$ cat config.mk
export PLATFORM = sky130hd
export DESIGN_NAME = trace_width_ctrl_flat
export DESIGN_NICKNAME = d
export VERILOG_FILES = /design/src/rtl/trace_width_ctrl_if.sv /design/src/rtl/trace_width_ctrl.sv /design/src/flat_wrapper.sv
export SDC_FILE = /design/constraint.sdc
export NUM_CORES = 1
export LEC_CHECK = 0
export ABC_AREA = 1
export CORE_MARGIN = 1.5
export CORE_UTILIZATION = 30
export CTS_BUF_LIST = sky130_fd_sc_hd__clkbuf_8 sky130_fd_sc_hd__clkbuf_16
export DETAILED_ROUTE_END_ITERATION = 7
export PLACE_DENSITY = 0.47
export SYNTH_ARGS = -nofsm -noshare
export SYNTH_HDL_FRONTEND = slang
export SYNTH_SLANG_ARGS = --single-unit
$ cat constraint.sdc
create_clock -name clk -period 2.95 [get_ports clk]
set_input_delay 0.59 -clock clk [delete_from_list [all_inputs] [get_ports clk]]
set_output_delay 0.59 -clock clk [all_outputs]
set_load 0.005 [all_outputs]
$ cat src/rtl/trace_width_ctrl_if.sv
// Host config/status and capture front-end signals of the trace width sequencer.
// The slave modport is the sequencer; the master modport is the host plus front-end side.
interface trace_width_ctrl_if;
    logic        cfgValid;
    logic        cfgReady;
    logic        cfgEnable;
    logic        cfgAuto;
    logic [1:0]  cfgWidth;
    logic        sync;
    logic        dvalidIn;
    logic        capEnable;
    logic [1:0]  width;
    logic        locked;
    logic [2:0]  state;
    logic [15:0] byteCount;
    logic [7:0]  lossCount;
    logic        cfgErr;

    modport master (
        output cfgValid, cfgEnable, cfgAuto, cfgWidth, sync, dvalidIn,
        input  cfgReady, capEnable, width, locked, state, byteCount, lossCount, cfgErr
    );

    modport slave (
        input  cfgValid, cfgEnable, cfgAuto, cfgWidth, sync, dvalidIn,
        output cfgReady, capEnable, width, locked, state, byteCount, lossCount, cfgErr
    );
endinterface

$ cat src/rtl/trace_width_ctrl.sv
// TPIU capture front-end sequencer: drives width/capture enable, settles after width
// changes, hunts for sync (optionally stepping through widths) and tracks lock statistics.
module trace_width_ctrl #(
    parameter int SETTLE_CYCLES = 64,
    parameter int HUNT_TIMEOUT  = 32768
) (
    input logic               clk,
    input logic               nRst,
    trace_width_ctrl_if.slave tw
);

    typedef enum logic [2:0] {
        IDLE   = 3'd0,
        SETTLE = 3'd1,
        HUNT   = 3'd2,
        LOCKED = 3'd3,
        LOST   = 3'd4
    } state_t;

    // One shared timer serves both the settle window and the hunt/lost timeout.
    localparam int TMAX = (HUNT_TIMEOUT > SETTLE_CYCLES) ? HUNT_TIMEOUT : SETTLE_CYCLES + 1;
    localparam int TW   = $clog2(TMAX);
    localparam logic [TW-1:0] SETTLE_LAST = TW'(SETTLE_CYCLES - 1);
    localparam logic [TW-1:0] HUNT_LAST   = TW'(HUNT_TIMEOUT - 1);

    state_t        stateQ, stateD;
    logic [TW-1:0] timerQ, timerD;
    logic [1:0]    widthQ, widthD;
    logic          autoQ, autoD;
    logic [15:0]   byteQ, byteD;
    logic [7:0]    lossQ, lossD;
    logic          cfgErrQ, cfgErrD;
    logic          readyQ;
    logic          capEnQ;
    logic          lockedQ;
    logic          cfgAccept;

    assign cfgAccept = tw.cfgValid && readyQ;

    function automatic logic [1:0] nextWidth(input logic [1:0] w);
        return (w >= 2'd2) ? 2'd0 : w + 2'd1;
    endfunction

    always_comb begin
        // NOTE: every variable gets a default before any branch so no latch is inferred.
        stateD  = stateQ;
        timerD  = timerQ;
        widthD  = widthQ;
        autoD   = autoQ;
        byteD   = byteQ;
        lossD   = lossQ;
        cfgErrD = 1'b0;

        if (stateQ == LOCKED && tw.dvalidIn) begin
            byteD = byteQ + 16'd1;
        end

        if (cfgAccept) begin
            cfgErrD = (tw.cfgWidth == 2'd3);
            timerD  = '0;
            if (tw.cfgEnable) begin
                stateD = SETTLE;
                widthD = (tw.cfgWidth == 2'd3) ? 2'd2 : tw.cfgWidth;
                autoD  = tw.cfgAuto;
            end else begin
                stateD = IDLE;
            end
        end else begin
            case (stateQ)
                IDLE: begin
                    timerD = '0;
                end
                SETTLE: begin
                    if (timerQ == SETTLE_LAST) begin
                        stateD = HUNT;
                        timerD = '0;
                    end else begin
                        timerD = timerQ + TW'(1);
                    end
                end
                HUNT: begin
                    // A sync seen in the timeout cycle wins over the width step.
                    if (tw.sync) begin
                        stateD = LOCKED;
                        timerD = '0;
                    end else if (timerQ == HUNT_LAST) begin
                        timerD = '0;
                        if (autoQ) begin
                            widthD = nextWidth(widthQ);
                            stateD = SETTLE;
                        end
                    end else begin
                        timerD = timerQ + TW'(1);
                    end
                end
                LOCKED: begin
                    if (!tw.sync) begin
                        stateD = LOST;
                        timerD = '0;
                        if (lossQ != 8'hFF) begin
                            lossD = lossQ + 8'd1;
                        end
                    end
                end
                LOST: begin
                    if (tw.sync) begin
                        stateD = LOCKED;
                        timerD = '0;
                    end else if (timerQ == HUNT_LAST) begin
                        timerD = '0;
                        if (autoQ) begin
                            widthD = nextWidth(widthQ);
                            stateD = SETTLE;
                        end else begin
                            stateD = HUNT;
                        end
                    end else begin
                        timerD = timerQ + TW'(1);
                    end
                end
                default: begin
                    stateD = IDLE;
                    timerD = '0;
                end
            endcase
        end
    end

    // Outputs are registered from the next-state values so they line up with the state.
    always_ff @(posedge clk) begin
        // NOTE: the reset is synchronous and active-high despite its name.
        if (nRst) begin
            stateQ  <= IDLE;
            timerQ  <= '0;
            widthQ  <= 2'd0;
            autoQ   <= 1'b0;
            byteQ   <= 16'd0;
            lossQ   <= 8'd0;
            cfgErrQ <= 1'b0;
            readyQ  <= 1'b0;
            capEnQ  <= 1'b0;
            lockedQ <= 1'b0;
        end else begin
            // NOTE: state registers use non-blocking assignments so all flops update together.
            stateQ  <= stateD;
            timerQ  <= timerD;
            widthQ  <= widthD;
            autoQ   <= autoD;
            byteQ   <= byteD;
            lossQ   <= lossD;
            cfgErrQ <= cfgErrD;
            readyQ  <= 1'b1;
            capEnQ  <= (stateD == HUNT) || (stateD == LOCKED) || (stateD == LOST);
            lockedQ <= (stateD == LOCKED);
        end
    end

    assign tw.cfgReady  = readyQ;
    assign tw.capEnable = capEnQ;
    assign tw.width     = widthQ;
    assign tw.locked    = lockedQ;
    assign tw.state     = stateQ;
    assign tw.byteCount = byteQ;
    assign tw.lossCount = lossQ;
    assign tw.cfgErr    = cfgErrQ;

endmodule

$ cat src/flat_wrapper.sv
// flat-port wrapper written by rule: the top's interface ports become plain ports
module trace_width_ctrl_flat 
#(
    parameter int SETTLE_CYCLES = 64,
    parameter int HUNT_TIMEOUT  = 32768
)
  (clk, nRst, tw_cfgValid, tw_cfgEnable, tw_cfgAuto, tw_cfgWidth, tw_sync, tw_dvalidIn, tw_cfgReady, tw_capEnable, tw_width, tw_locked, tw_state, tw_byteCount, tw_lossCount, tw_cfgErr);
  trace_width_ctrl_if tw_i ();
  input logic clk;
  input logic nRst;
  input wire logic [$bits(tw_i.cfgValid)-1:0] tw_cfgValid;
  input wire logic [$bits(tw_i.cfgEnable)-1:0] tw_cfgEnable;
  input wire logic [$bits(tw_i.cfgAuto)-1:0] tw_cfgAuto;
  input wire logic [$bits(tw_i.cfgWidth)-1:0] tw_cfgWidth;
  input wire logic [$bits(tw_i.sync)-1:0] tw_sync;
  input wire logic [$bits(tw_i.dvalidIn)-1:0] tw_dvalidIn;
  output wire logic [$bits(tw_i.cfgReady)-1:0] tw_cfgReady;
  output wire logic [$bits(tw_i.capEnable)-1:0] tw_capEnable;
  output wire logic [$bits(tw_i.width)-1:0] tw_width;
  output wire logic [$bits(tw_i.locked)-1:0] tw_locked;
  output wire logic [$bits(tw_i.state)-1:0] tw_state;
  output wire logic [$bits(tw_i.byteCount)-1:0] tw_byteCount;
  output wire logic [$bits(tw_i.lossCount)-1:0] tw_lossCount;
  output wire logic [$bits(tw_i.cfgErr)-1:0] tw_cfgErr;
  assign tw_i.cfgValid = tw_cfgValid;
  assign tw_i.cfgEnable = tw_cfgEnable;
  assign tw_i.cfgAuto = tw_cfgAuto;
  assign tw_i.cfgWidth = tw_cfgWidth;
  assign tw_i.sync = tw_sync;
  assign tw_i.dvalidIn = tw_dvalidIn;
  assign tw_cfgReady = tw_i.cfgReady;
  assign tw_capEnable = tw_i.capEnable;
  assign tw_width = tw_i.width;
  assign tw_locked = tw_i.locked;
  assign tw_state = tw_i.state;
  assign tw_byteCount = tw_i.byteCount;
  assign tw_lossCount = tw_i.lossCount;
  assign tw_cfgErr = tw_i.cfgErr;
  trace_width_ctrl #(.SETTLE_CYCLES(SETTLE_CYCLES), .HUNT_TIMEOUT(HUNT_TIMEOUT)) u_core (.clk(clk), .nRst(nRst), .tw(tw_i));
endmodule
==> flow_metrics.tcl <==
set metrics [dict create \
    outcome "complete, no violations" \
    syn_avg_cell_area_sq_um 7.13 \
    syn-instance-count 355 \
    tritoncts "built" \
    r2r_setup_slk_ps 1160 \
    htree_num_levels 2 \
    vias 2314 \
    cp.required_ps 2360 \
    power.share.combinational_pct 4.7 \
    clock_slew_at_reported_path_ffs_ps 100 \
    crit_path_top_delay_cell "sky130_fd_sc_hd__clkdlybuf4s50_1" \
    floorplan.core_area_sq_um 8180 \
    post-route-period-util_pct 65.8 \
    design.final.nets 412 \
    max-cap-violations 0 \
    final_setup_violation_count 0 \
    hold_path_start "u_core.timerQ[1]" \
    placement.io_buffers 41 \
    grt_remaining_overflow 0 \
    critical_path.reg2reg.endpoint "u_core.timerQ[4]" \
    cts_repair_resize_count 0 \
    worst_slack_ps 1010 \
    ant_nets 0 \
    cellInternalPower_w 0.000945 \
    hpwlAfterDp_um 4660 \
    worstSetupPathType "flop to output port" \
    yosys_most_used_dff "sky130_fd_sc_hd__dfxtp_1" \
    finalWirelength_um 6150 \
    postCtsHoldBufs 0 \
    crit_chain "clkdlybuf4s50_1" \
    io_pins 42 \
    synth_sequential_area_ratio_pct 38.7 \
    die_area_sq_um 9000 \
    worst_skew_pair.late_latency_ps 310 \
    period_minus_slack_ps 1940 \
    rsz0062_at_grt "no" \
    power_switching_w 0.000280 \
    slew-limit-headroom_pct 68.7 \
    grt_pass1_wl_um 10500 \
    drt_iter0_drc 54 \
    first_global_vias 2259 \
    route.detailed.drc 0 \
    regToRegStartpoint "u_core.timerQ[0]" \
    power.ir.vdd_worst_uv 176 \
    synth.cell_area_sq_um 2530 \
    grt_start_max_net_pins 18 \
    globalRouteTotalUtil_pct 14.8 \
    max-clock-path-buffers 2 \
    mostFrequentLayoutCells "sky130_fd_sc_hd__nand2_1 (67), sky130_fd_sc_hd__nor2_1 (49), sky130_fd_sc_hd__dfxtp_1 (49), sky130_fd_sc_hd__inv_1 (45), sky130_fd_sc_hd__clkdlybuf4s50_1 (41)" \
    critical_path.startpoint_type "flop" \
    die-width_um 94.9 \
    initial_core_utilization_pct 31.0 \
    power.density_cell_area_nw_per_um2 387 \
    cts_buffers 5 \
    ys_warn_count 0 \
    drt_first_pass_iters 4 \
    clockRootBuffer "sky130_fd_sc_hd__clkbuf_8" \
    hold_ws_ps 497 \
    crit_family "buffers and inverters" \
    final_max_slew_viol_count 0 \
    leakage_nw 1.26 \
    yosys_register_bits 49 \
    placedCellCount 498 \
    final_common_cell "sky130_fd_sc_hd__nand2_1" \
    area_growth_pct 25.0 \
    finClkSkew_ps 10.3 \
    whs_endpoint "u_core.timerQ[1]" \
    worst_pin_slew_ps 469 \
    grt_antenna_before_repair 0 \
    place.gp.congestion 0.845 \
    power.clock.fraction_pct 40.6 \
    n_antenna_cell 0 \
    synthesis.nets 367 \
    routed_via_density 4.57 \
    synth.distinct_cells 37 \
    post_cts_buffers 0 \
    cp_num_cells 1 \
    hold_violations 0 \
    worst-path-max-fanout 8 \
    layout-drive-gt1-share_pct 7.48 \
    timing.critical_path.arrival_ps 1350 \
    dieHeight_um 94.9 \
    row_count 33 \
    holdCritPathClass "flop to flop" \
    net_switching_share_of_the_total_power_pct 22.9 \
    final_cells 506 \
    path_buf_inv 1 \
    asyncSetResetFlopFracSynth_pct 0 \
    setup_tns_final_ps 0 \
    worstSetupEndpointType "output port" \
    worst_hold_path.num_cells 2 \
    wire_per_inst_um 12.2 \
    sequential_power_share_pct 54.7 \
    maxClockFrequency_mhz 515 \
    timing.reg2reg.worst_path_depth 9 \
    tritoncts_num_sinks 49 \
    synth_enable_flop_cells 0 \
    place_worst_setup_slack_ps 711 \
    cp_slowest_stage_delay_ps 560 \
]
-- per-stage QoR --
stage | utilization, % | cell area [sq um] | total power [W]
finish | 38.7 | 3160 | 0.00122
detailed placement | 37.3 | 3050 | 0.000743
global route | 38.7 | 3160 | 0.00128
floorplan | - | 2530 | 0.000717
global placement | 37.3 | 3050 | 0.000744
CTS | 38.7 | 3160 | 0.00125
-- Yosys cell counts (2+ instances only) --
| master | number | share of area, % |
|---|---|---|
| sky130_fd_sc_hd__nor2_4 | 3 | 1.3 |
| sky130_fd_sc_hd__ha_1 | 3 | 1.5 |
| sky130_fd_sc_hd__nand3_1 | 20 | 4.0 |
| sky130_fd_sc_hd__clkbuf_1 | 2 | 0.30 |
| sky130_fd_sc_hd__nor3_1 | 17 | 3.4 |
| sky130_fd_sc_hd__nand2_1 | 67 | 9.9 |
| sky130_fd_sc_hd__inv_1 | 45 | 6.7 |
| sky130_fd_sc_hd__nand3_2 | 3 | 1.2 |
| sky130_fd_sc_hd__o21a_1 | 2 | 0.59 |
| sky130_fd_sc_hd__xor2_1 | 9 | 3.1 |
| sky130_fd_sc_hd__a21oi_1 | 24 | 4.7 |
| sky130_fd_sc_hd__nor3b_1 | 2 | 0.59 |
| sky130_fd_sc_hd__nand2_4 | 2 | 0.89 |
| sky130_fd_sc_hd__o21ai_0 | 17 | 3.4 |
| sky130_fd_sc_hd__dfxtp_1 | 49 | 39 |
| sky130_fd_sc_hd__o21bai_1 | 2 | 0.59 |
| sky130_fd_sc_hd__a31oi_1 | 5 | 1.2 |
| sky130_fd_sc_hd__nor2_1 | 49 | 7.3 |
| sky130_fd_sc_hd__inv_2 | 3 | 0.44 |
| sky130_fd_sc_hd__a211oi_1 | 3 | 0.89 |
| sky130_fd_sc_hd__nand4_1 | 9 | 2.2 |
| sky130_fd_sc_hd__nand2_2 | 4 | 0.99 |
-- power by group through the flow --
stage / registers (W) / logic, W / clock network (W)
3_3_place_gp: 0.000685 / 0.0000584 / 0
2_1_floorplan: 0.000684 / 0.0000324 / 0
4_1_cts: 0.000670 / 0.0000581 / 0.000517
3_5_place_dp: 0.000685 / 0.0000578 / 0
5_1_grt: 0.000671 / 0.0000645 / 0.000546
6_report: 0.000670 / 0.0000572 / 0.000498
-- worst max-delay path by stage --
stage,slack [ps],startpoint,end
after detailed placement,710,tw_sync,u_core.timerQ[10]
after global placement,710,tw_cfgValid,u_core.tw.lossCount[5]
final,1010,u_core.tw.byteCount[4],tw_byteCount[4]
after CTS,980,u_core.tw.byteCount[4],tw_byteCount[4]
after floorplan,1390,tw_sync,u_core.tw.lossCount[6]
after global routing,900,tw_dvalidIn,u_core.tw.byteCount[10]
-- layer usage --
layer / GRT usage [%] / vias up / part of all wire (%)
li1: - / 1255 / -
met1: 18.8 / 1010 / 49
met2: 25.0 / 43 / 46
met3: 3.54 / 6 / 3.3
met4: 4.10 / 0 / 1.0
met5: 0 / - / 0
-- layout make-up --
type	instances	area, sq um
clock buffer	5	68.8
clock inverter	3	46.3
fill	878	5010
inverter	48	180
multi-input combinational	254	1340
sequential	49	981
tap	105	131
timing repair buffer	42	418
-- registers in the layout, indices dropped and copies added, names as in the netlist --
signal / cells
u_core.timerQ: 15
u_core.tw.lossCount: 8
u_core.tw.cfgErr: 1
u_core.tw.byteCount: 16
u_core.tw.width: 2
u_core.tw.capEnable: 1
u_core.tw.cfgReady: 1
u_core.autoQ: 1
u_core.tw.locked: 1
u_core.tw.state: 3
-- cells by family (layout without fill, tap and decap cells) --
kind of cell               Yosys count  after routing  synth area share, %
AOI/OAI and AO/OA                   57             57                 12.8
xor gates and xnor gates             9              9                 3.11
adders and majority gates            3              3                 1.48
buffers and inverters               52             98                 8.40
DFF                                 49             49                 38.7
and+or+nand+nor                    185            185                 35.5
(Power assumes the default switching activity.)
